$ cat config.mk
export PLATFORM = sky130hd
export DESIGN_NAME = sc_phasecounter
export DESIGN_NICKNAME = d
export VERILOG_FILES = /design/src/rtl/sc_game_pkg.sv /design/src/rtl/sc_startsync.sv /design/src/rtl/sc_phasecounter.sv
export SDC_FILE = /design/constraint.sdc
export NUM_CORES = 1
export LEC_CHECK = 0
export CORE_UTILIZATION = 54
export CTS_CLUSTER_DIAMETER = 120
export DETAILED_ROUTE_END_ITERATION = 8
export HOLD_SLACK_MARGIN = 0.05
export MAX_ROUTING_LAYER = met4
export PLACE_DENSITY = 0.81
export SYNTH_ARGS = -nofsm -noshare
export SYNTH_HDL_FRONTEND = slang
export SYNTH_HIERARCHICAL = 1
export SYNTH_SLANG_ARGS = --single-unit
$ cat constraint.sdc
create_clock -name SC_PHASECOUNTER_CLOCK_50 -period 3.9 [get_ports SC_PHASECOUNTER_CLOCK_50]
set_input_delay 0.585 -clock SC_PHASECOUNTER_CLOCK_50 [delete_from_list [all_inputs] [get_ports SC_PHASECOUNTER_CLOCK_50]]
set_output_delay 0.585 -clock SC_PHASECOUNTER_CLOCK_50 [all_outputs]
set_load 0.05 [all_outputs]
$ cat src/rtl/sc_game_pkg.sv
// Shared game definitions: FSM state encoding, phase codes for the select stage,
// and the Moore output decode used by the phase counter.
package sc_game_pkg;

  typedef enum logic [2:0] {
    ST_IDLE       = 3'd0,
    ST_COUNTDOWN  = 3'd1,
    ST_PLAY       = 3'd2,
    ST_CRASH_HOLD = 3'd3,
    ST_GAMEOVER   = 3'd4
  } game_state_e;

  localparam int          PHASE_W       = 2;
  localparam logic [1:0]  PHASE_BLANK   = 2'd1;
  localparam logic [1:0]  PHASE_TRAFFIC = 2'd2;

  typedef struct packed {
    logic [PHASE_W-1:0] phase;
    logic               playen;
    logic               gameover;
  } game_out_t;

  // Undefined encodings decode like IDLE so the outputs stay benign for the
  // single cycle before the FSM recovers.
  function automatic game_out_t decode_state(input game_state_e state);
    game_out_t out;
    out = '{phase: PHASE_BLANK, playen: 1'b0, gameover: 1'b0};
    case (state)
      ST_PLAY:       begin out.phase = PHASE_TRAFFIC; out.playen = 1'b1; end
      ST_CRASH_HOLD: out.phase = PHASE_TRAFFIC;
      ST_GAMEOVER:   out.gameover = 1'b1;
      default:       out.phase = PHASE_BLANK;
    endcase
    return out;
  endfunction

endpackage

$ cat src/rtl/sc_startsync.sv
// Start button conditioning: two-flop synchroniser for the asynchronous active-low
// pin followed by a falling-edge detector giving a one-cycle start pulse.
module sc_startsync (
  input  logic clk_i,
  input  logic rst_i,
  input  logic start_n_i,
  output logic start_pulse_o
);

  logic sync1_q;
  logic sync2_q;
  logic prev_q;

  // All three flops reset to 1 (button released) so reset never fakes a press.
  always_ff @(posedge clk_i) begin
    if (rst_i) begin
      sync1_q <= 1'b1;
      sync2_q <= 1'b1;
      prev_q  <= 1'b1;
    end else begin
      // NOTE: non-blocking assignments make each flop take the previous stage's
      // old value, so this is a real shift chain rather than one collapsed flop.
      sync1_q <= start_n_i;
      sync2_q <= sync1_q;
      prev_q  <= sync2_q;
    end
  end

  // High for exactly one cycle after the synchronised level goes 1 -> 0; a held
  // button keeps both flops at 0 and cannot pulse again.
  assign start_pulse_o = prev_q & ~sync2_q;

endmodule

$ cat src/rtl/sc_phasecounter.sv
// Game-phase sequencer: IDLE -> countdown -> play -> crash hold -> game over,
// producing the phase code for the row-select stage plus display status.
module sc_phasecounter
  import sc_game_pkg::*;
#(
  parameter int PHASE_WIDTH = 2,
  parameter int COUNT_WIDTH = 2,
  parameter int COUNT_TICKS = 3,
  parameter int HOLD_TICKS  = 2,
  parameter int LIVES_WIDTH = 2,
  parameter int LIVES_INIT  = 3
) (
  input  logic                   SC_PHASECOUNTER_CLOCK_50,
  input  logic                   SC_PHASECOUNTER_RESET_InHigh,
  input  logic                   SC_PHASECOUNTER_START_InLow,
  input  logic                   SC_PHASECOUNTER_TICK_InHigh,
  input  logic                   SC_PHASECOUNTER_CRASH_InHigh,
  output logic [PHASE_WIDTH-1:0] SC_PHASECOUNTER_PHASE_Out,
  output logic [COUNT_WIDTH-1:0] SC_PHASECOUNTER_COUNT_Out,
  output logic [LIVES_WIDTH-1:0] SC_PHASECOUNTER_LIVES_Out,
  output logic                   SC_PHASECOUNTER_PLAYEN_OutHigh,
  output logic                   SC_PHASECOUNTER_GAMEOVER_OutHigh
);

  localparam int HOLD_WIDTH = $clog2(HOLD_TICKS + 1);

  localparam logic [COUNT_WIDTH-1:0] COUNT_LOAD = COUNT_WIDTH'(COUNT_TICKS);
  localparam logic [COUNT_WIDTH-1:0] COUNT_ONE  = COUNT_WIDTH'(1);
  localparam logic [HOLD_WIDTH-1:0]  HOLD_LOAD  = HOLD_WIDTH'(HOLD_TICKS);
  localparam logic [HOLD_WIDTH-1:0]  HOLD_ONE   = HOLD_WIDTH'(1);
  localparam logic [LIVES_WIDTH-1:0] LIVES_LOAD = LIVES_WIDTH'(LIVES_INIT);
  localparam logic [LIVES_WIDTH-1:0] LIVES_ONE  = LIVES_WIDTH'(1);

  logic clk;
  logic rst;
  logic tick;
  logic crash;
  logic start_pulse;

  assign clk   = SC_PHASECOUNTER_CLOCK_50;
  assign rst   = SC_PHASECOUNTER_RESET_InHigh;
  assign tick  = SC_PHASECOUNTER_TICK_InHigh;
  assign crash = SC_PHASECOUNTER_CRASH_InHigh;

  sc_startsync u_startsync (
    .clk_i         (clk),
    .rst_i         (rst),
    .start_n_i     (SC_PHASECOUNTER_START_InLow),
    .start_pulse_o (start_pulse)
  );

  game_state_e            state_q, state_d;
  logic [COUNT_WIDTH-1:0] count_q, count_d;
  logic [HOLD_WIDTH-1:0]  hold_q,  hold_d;
  logic [LIVES_WIDTH-1:0] lives_q, lives_d;
  game_out_t              out_q;

  always_comb begin
    // NOTE: every next-state signal gets its hold value first, so branches that
    // leave one unassigned cannot infer a latch.
    state_d = state_q;
    count_d = count_q;
    hold_d  = hold_q;
    lives_d = lives_q;

    case (state_q)
      ST_IDLE: begin
        if (start_pulse) begin
          state_d = ST_COUNTDOWN;
          count_d = COUNT_LOAD;
        end
      end

      ST_COUNTDOWN: begin
        if (tick) begin
          if (count_q == COUNT_ONE) begin
            state_d = ST_PLAY;
            count_d = '0;
          end else begin
            count_d = count_q - COUNT_ONE;
          end
        end
      end

      // Only a crash matters here; a same-cycle tick is simply not looked at.
      ST_PLAY: begin
        if (crash) begin
          state_d = ST_CRASH_HOLD;
          hold_d  = HOLD_LOAD;
          if (lives_q != '0) lives_d = lives_q - LIVES_ONE;
        end
      end

      ST_CRASH_HOLD: begin
        if (tick) begin
          hold_d = hold_q - HOLD_ONE;
          if (hold_q == HOLD_ONE) state_d = (lives_q != '0) ? ST_PLAY : ST_GAMEOVER;
        end
      end

      ST_GAMEOVER: begin
        if (start_pulse) begin
          state_d = ST_COUNTDOWN;
          count_d = COUNT_LOAD;
          lives_d = LIVES_LOAD;
        end
      end

      default: state_d = ST_IDLE;
    endcase
  end

  // Outputs are registered from the decoded next state, so they line up with
  // state_q exactly and carry no combinational path to the select stage.
  always_ff @(posedge clk) begin
    if (rst) begin
      state_q <= ST_IDLE;
      count_q <= '0;
      hold_q  <= '0;
      lives_q <= LIVES_LOAD;
      out_q   <= decode_state(ST_IDLE);
    end else begin
      state_q <= state_d;
      count_q <= count_d;
      hold_q  <= hold_d;
      lives_q <= lives_d;
      out_q   <= decode_state(state_d);
    end
  end

  assign SC_PHASECOUNTER_PHASE_Out        = PHASE_WIDTH'(out_q.phase);
  assign SC_PHASECOUNTER_COUNT_Out        = count_q;
  assign SC_PHASECOUNTER_LIVES_Out        = lives_q;
  assign SC_PHASECOUNTER_PLAYEN_OutHigh   = out_q.playen;
  assign SC_PHASECOUNTER_GAMEOVER_OutHigh = out_q.gameover;

endmodule
==> flow_metrics.env <==
export IMPL_netlist_top_cells_area="dfxtp_1, ha_1, or2_1"
export IMPL_cts_tree="built"
export IMPL_detail_route_antenna_nets=0
export IMPL_clock_power_share_pct=30.1
export IMPL_slowest_delay_ns=0.83
export IMPL_seq_power_share_pct=59.1
export IMPL_syn_cell_area_um2=790.8
export IMPL_clk_latency_ns=0.29
export IMPL_synthArstFlopShare_pct=0
export IMPL_yosysUniqueCellTypes=32
export IMPL_internal_power_uw=216.5
export IMPL_p_leak_uw=0.0003627
export IMPL_final_layout_size_suffix_gt1_share_pct=11.11
export IMPL_synth_top_area_cell="dfxtp_1"
export IMPL_drc=0
export IMPL_drv_cap=0
export IMPL_grt_pass1_vias=510
export IMPL_grt_use_met3_pct=5.000
export IMPL_grt_remaining_overflow=0
export IMPL_endpoint_kind="output pin"
export IMPL_hpwlAfterDp_mm=1.016
export IMPL_die_y_um=40.27
export IMPL_synth_flop_cell="dfxtp_1"
export IMPL_dr_pass1_iters=4
export IMPL_path_cells="clkdlybuf4s50_1"
export IMPL_crit_required_ns=3.31
export IMPL_grt_max_degree=15
export IMPL_crit_path_max_fanout=4
export IMPL_syn_nets=87
export IMPL_p_switching_uw=73.11
export IMPL_top_usage_layer="met2"
export IMPL_cpMaxStageDelayCell="clkdlybuf4s50_1"
export IMPL_met1_usage_pct=27.80
export IMPL_crit_buf_inv=1
export IMPL_fin_crit_sh_pct=53.39
export IMPL_antenna_found_initial=0
export IMPL_portBuffers=12
export IMPL_initialDrtViolationCount=7
export IMPL_rows=13
export IMPL_ys_warn_count=6
export IMPL_met2_usage_pct=32.26
export IMPL_cts_buffers=3
export IMPL_path_clk_slew_ns=0.09
export IMPL_cts_root_buf="clkbuf_4"
export IMPL_grtUsageTotal_pct=22.06
export IMPL_fin_skew_ns=0.005701
export IMPL_min_path_type="flop to flop"
export IMPL_antennaDiodeCount=0
export IMPL_vias=575
export IMPL_outcome="finished clean"
export IMPL_ir_drop_uv=194.0
export IMPL_viasPerCell=5.476
export IMPL_holdBufCountCts=0
export IMPL_syn_area_per_cell_um2=10.01
export IMPL_final_setup_worst_slack_ns=1.818
export IMPL_rsz0062_at_grt="false"
export IMPL_area_delta_synth_final_pct=16.14
export IMPL_totalWireLength_mm=1.358
export IMPL_wl_per_cell_um=12.93
export IMPL_p_comb_share_pct=10.8
export IMPL_worst_ep_arrival_time_ns=1.50
export IMPL_setup_violations=0
export IMPL_yosysSeqAreaShare_pct=40.51
export IMPL_crit_family="buffers and inverters"
export IMPL_synth_top_area_share_pct=40.51
export IMPL_tightest_slew_ns=0.5548
export IMPL_synth_edf_count=0
export IMPL_synth_common_cells="dfxtp_1, inv_1, nor2_1"
export IMPL_finalHoldViolCount=0
export IMPL_power_total_uw=289.6
export IMPL_die_width_um=40.27
export IMPL_ctsResizeCount=0
export IMPL_cts_setup_buffers=0
export IMPL_grt_pass1_wl_mm=2.235
export IMPL_synth_most_common_cell="dfxtp_1"
export IMPL_relSlewSlack_pct=62.96
export IMPL_fmax_ghz=0.4803
export IMPL_core_mm2=0.001334
export IMPL_ys_ff_latch=16
export IMPL_setup_tns_ns=0
export IMPL_critPathLaunchType="flop"
export IMPL_preCtsSetupSlack_ns=1.993
export IMPL_final_max_slew_viol_count=0
export IMPL_holdWs_ns=0.4134
export IMPL_gp_congestion=0.7161
export IMPL_initial_core_util_pct=59.29
export IMPL_htreeDepth=1
export IMPL_sw_frac_of_total_pct=25.25
export IMPL_synthCells=79
export IMPL_power_density_mw_per_mm2=315.3
export IMPL_finalCriticalPeriod_ns=2.082
export IMPL_ios=13
export IMPL_clockBufferDepth=2
export IMPL_crit_type="flop to output pin"
export IMPL_cts_sinks=16
export IMPL_die_area_mm2=0.001621
export IMPL_nets=100
-- final cells by class --
type | instances | area (um2)
Inverter | 8 | 30.03
Tap cell | 15 | 18.77
Timing Repair Buffer | 12 | 120.1
Sequential cell | 16 | 320.3
Fill cell | 115 | 415.4
Clock buffer | 3 | 22.52
Multi-Input combinational cell | 51 | 406.6
-- cells in the final DEF (no fill, tap or decap), types with 2 or more instances in the layout --
cell type	instances
dfxtp_1	16
clkdlybuf4s50_1	12
inv_1	8
nor2_1	7
or2_1	5
nand2b_1	3
nand3b_1	3
mux2i_1	3
ha_1	3
clkbuf_4	3
nor3_1	2
a211oi_1	2
nand4bb_1	2
a21oi_1	2
a21oi_2	2
nor4_1	2
-- cells by family after synthesis --
group                    after synthesis  synth area share, %
adder cells (fa/ha/maj)                3                4.747
buffers and inverters                 12                8.069
flip-flops                            16                40.51
AO/OA/AOI/OAI                         12                13.45
AND/OR/NAND/NOR                       32                28.01
multiplexers                           4                5.222
-- through the flow --
stage          util (%)  instances  area (um2)
2_1_floorplan         -         79       790.8
3_3_place_gp      67.17        102       895.9
3_5_place_dp      67.17        102       895.9
4_1_cts           68.86        105       918.4
5_1_grt           68.86        105       918.4
6_report          68.86        105       918.4
-- registers in the layout, summed over array words and instances (netlist names) --
name and count:
state_q 3, SC_PHASECOUNTER_GAMEOVER_OutHigh 1, hold_q 2, SC_PHASECOUNTER_LIVES_Out 2, SC_PHASECOUNTER_PLAYEN_OutHigh 1, u_startsync/sync1_q 1, SC_PHASECOUNTER_PHASE_Out 2, u_startsync/sync2_q 1
u_startsync/prev_q 1, SC_PHASECOUNTER_COUNT_Out 2
-- power groups by stage --
| stage | sequential, uW | clock [uW] | combinational, uW |
|---|---|---|---|
| 2_1_floorplan | 179 | 0 | 15.9 |
| 3_3_place_gp | 175 | 0 | 30.8 |
| 3_5_place_dp | 175 | 0 | 31.3 |
| 4_1_cts | 171 | 85.9 | 31.5 |
| 5_1_grt | 172 | 94.5 | 34.1 |
| 6_report | 171 | 87.1 | 31.4 |
-- per-layer routing --
layer / up-vias / wire, um
met1: 262 / 661
met5: - / 0
met2: 12 / 618
met3: 5 / 42
li1: 296 / -
met4: 0 / 36
-- worst paths after layout --
kind	start	endpoint	slack, ns	depth (start not counted)
max reg2reg	state_q[1]$_SDFF_PP0_	state_q[0]$_SDFF_PP0_	2.34	3
max	SC_PHASECOUNTER_COUNT_Out[0]$_SDFFE_PP0P_	SC_PHASECOUNTER_COUNT_Out[0]	1.82	1
min	u_startsync/sync1_q$_SDFF_PP1_	u_startsync/sync2_q$_SDFF_PP1_	0.41	1
min reg2reg	u_startsync/sync1_q$_SDFF_PP1_	u_startsync/sync2_q$_SDFF_PP1_	0.41	1
No activity file was read; power rests on OpenSTA's default activity.
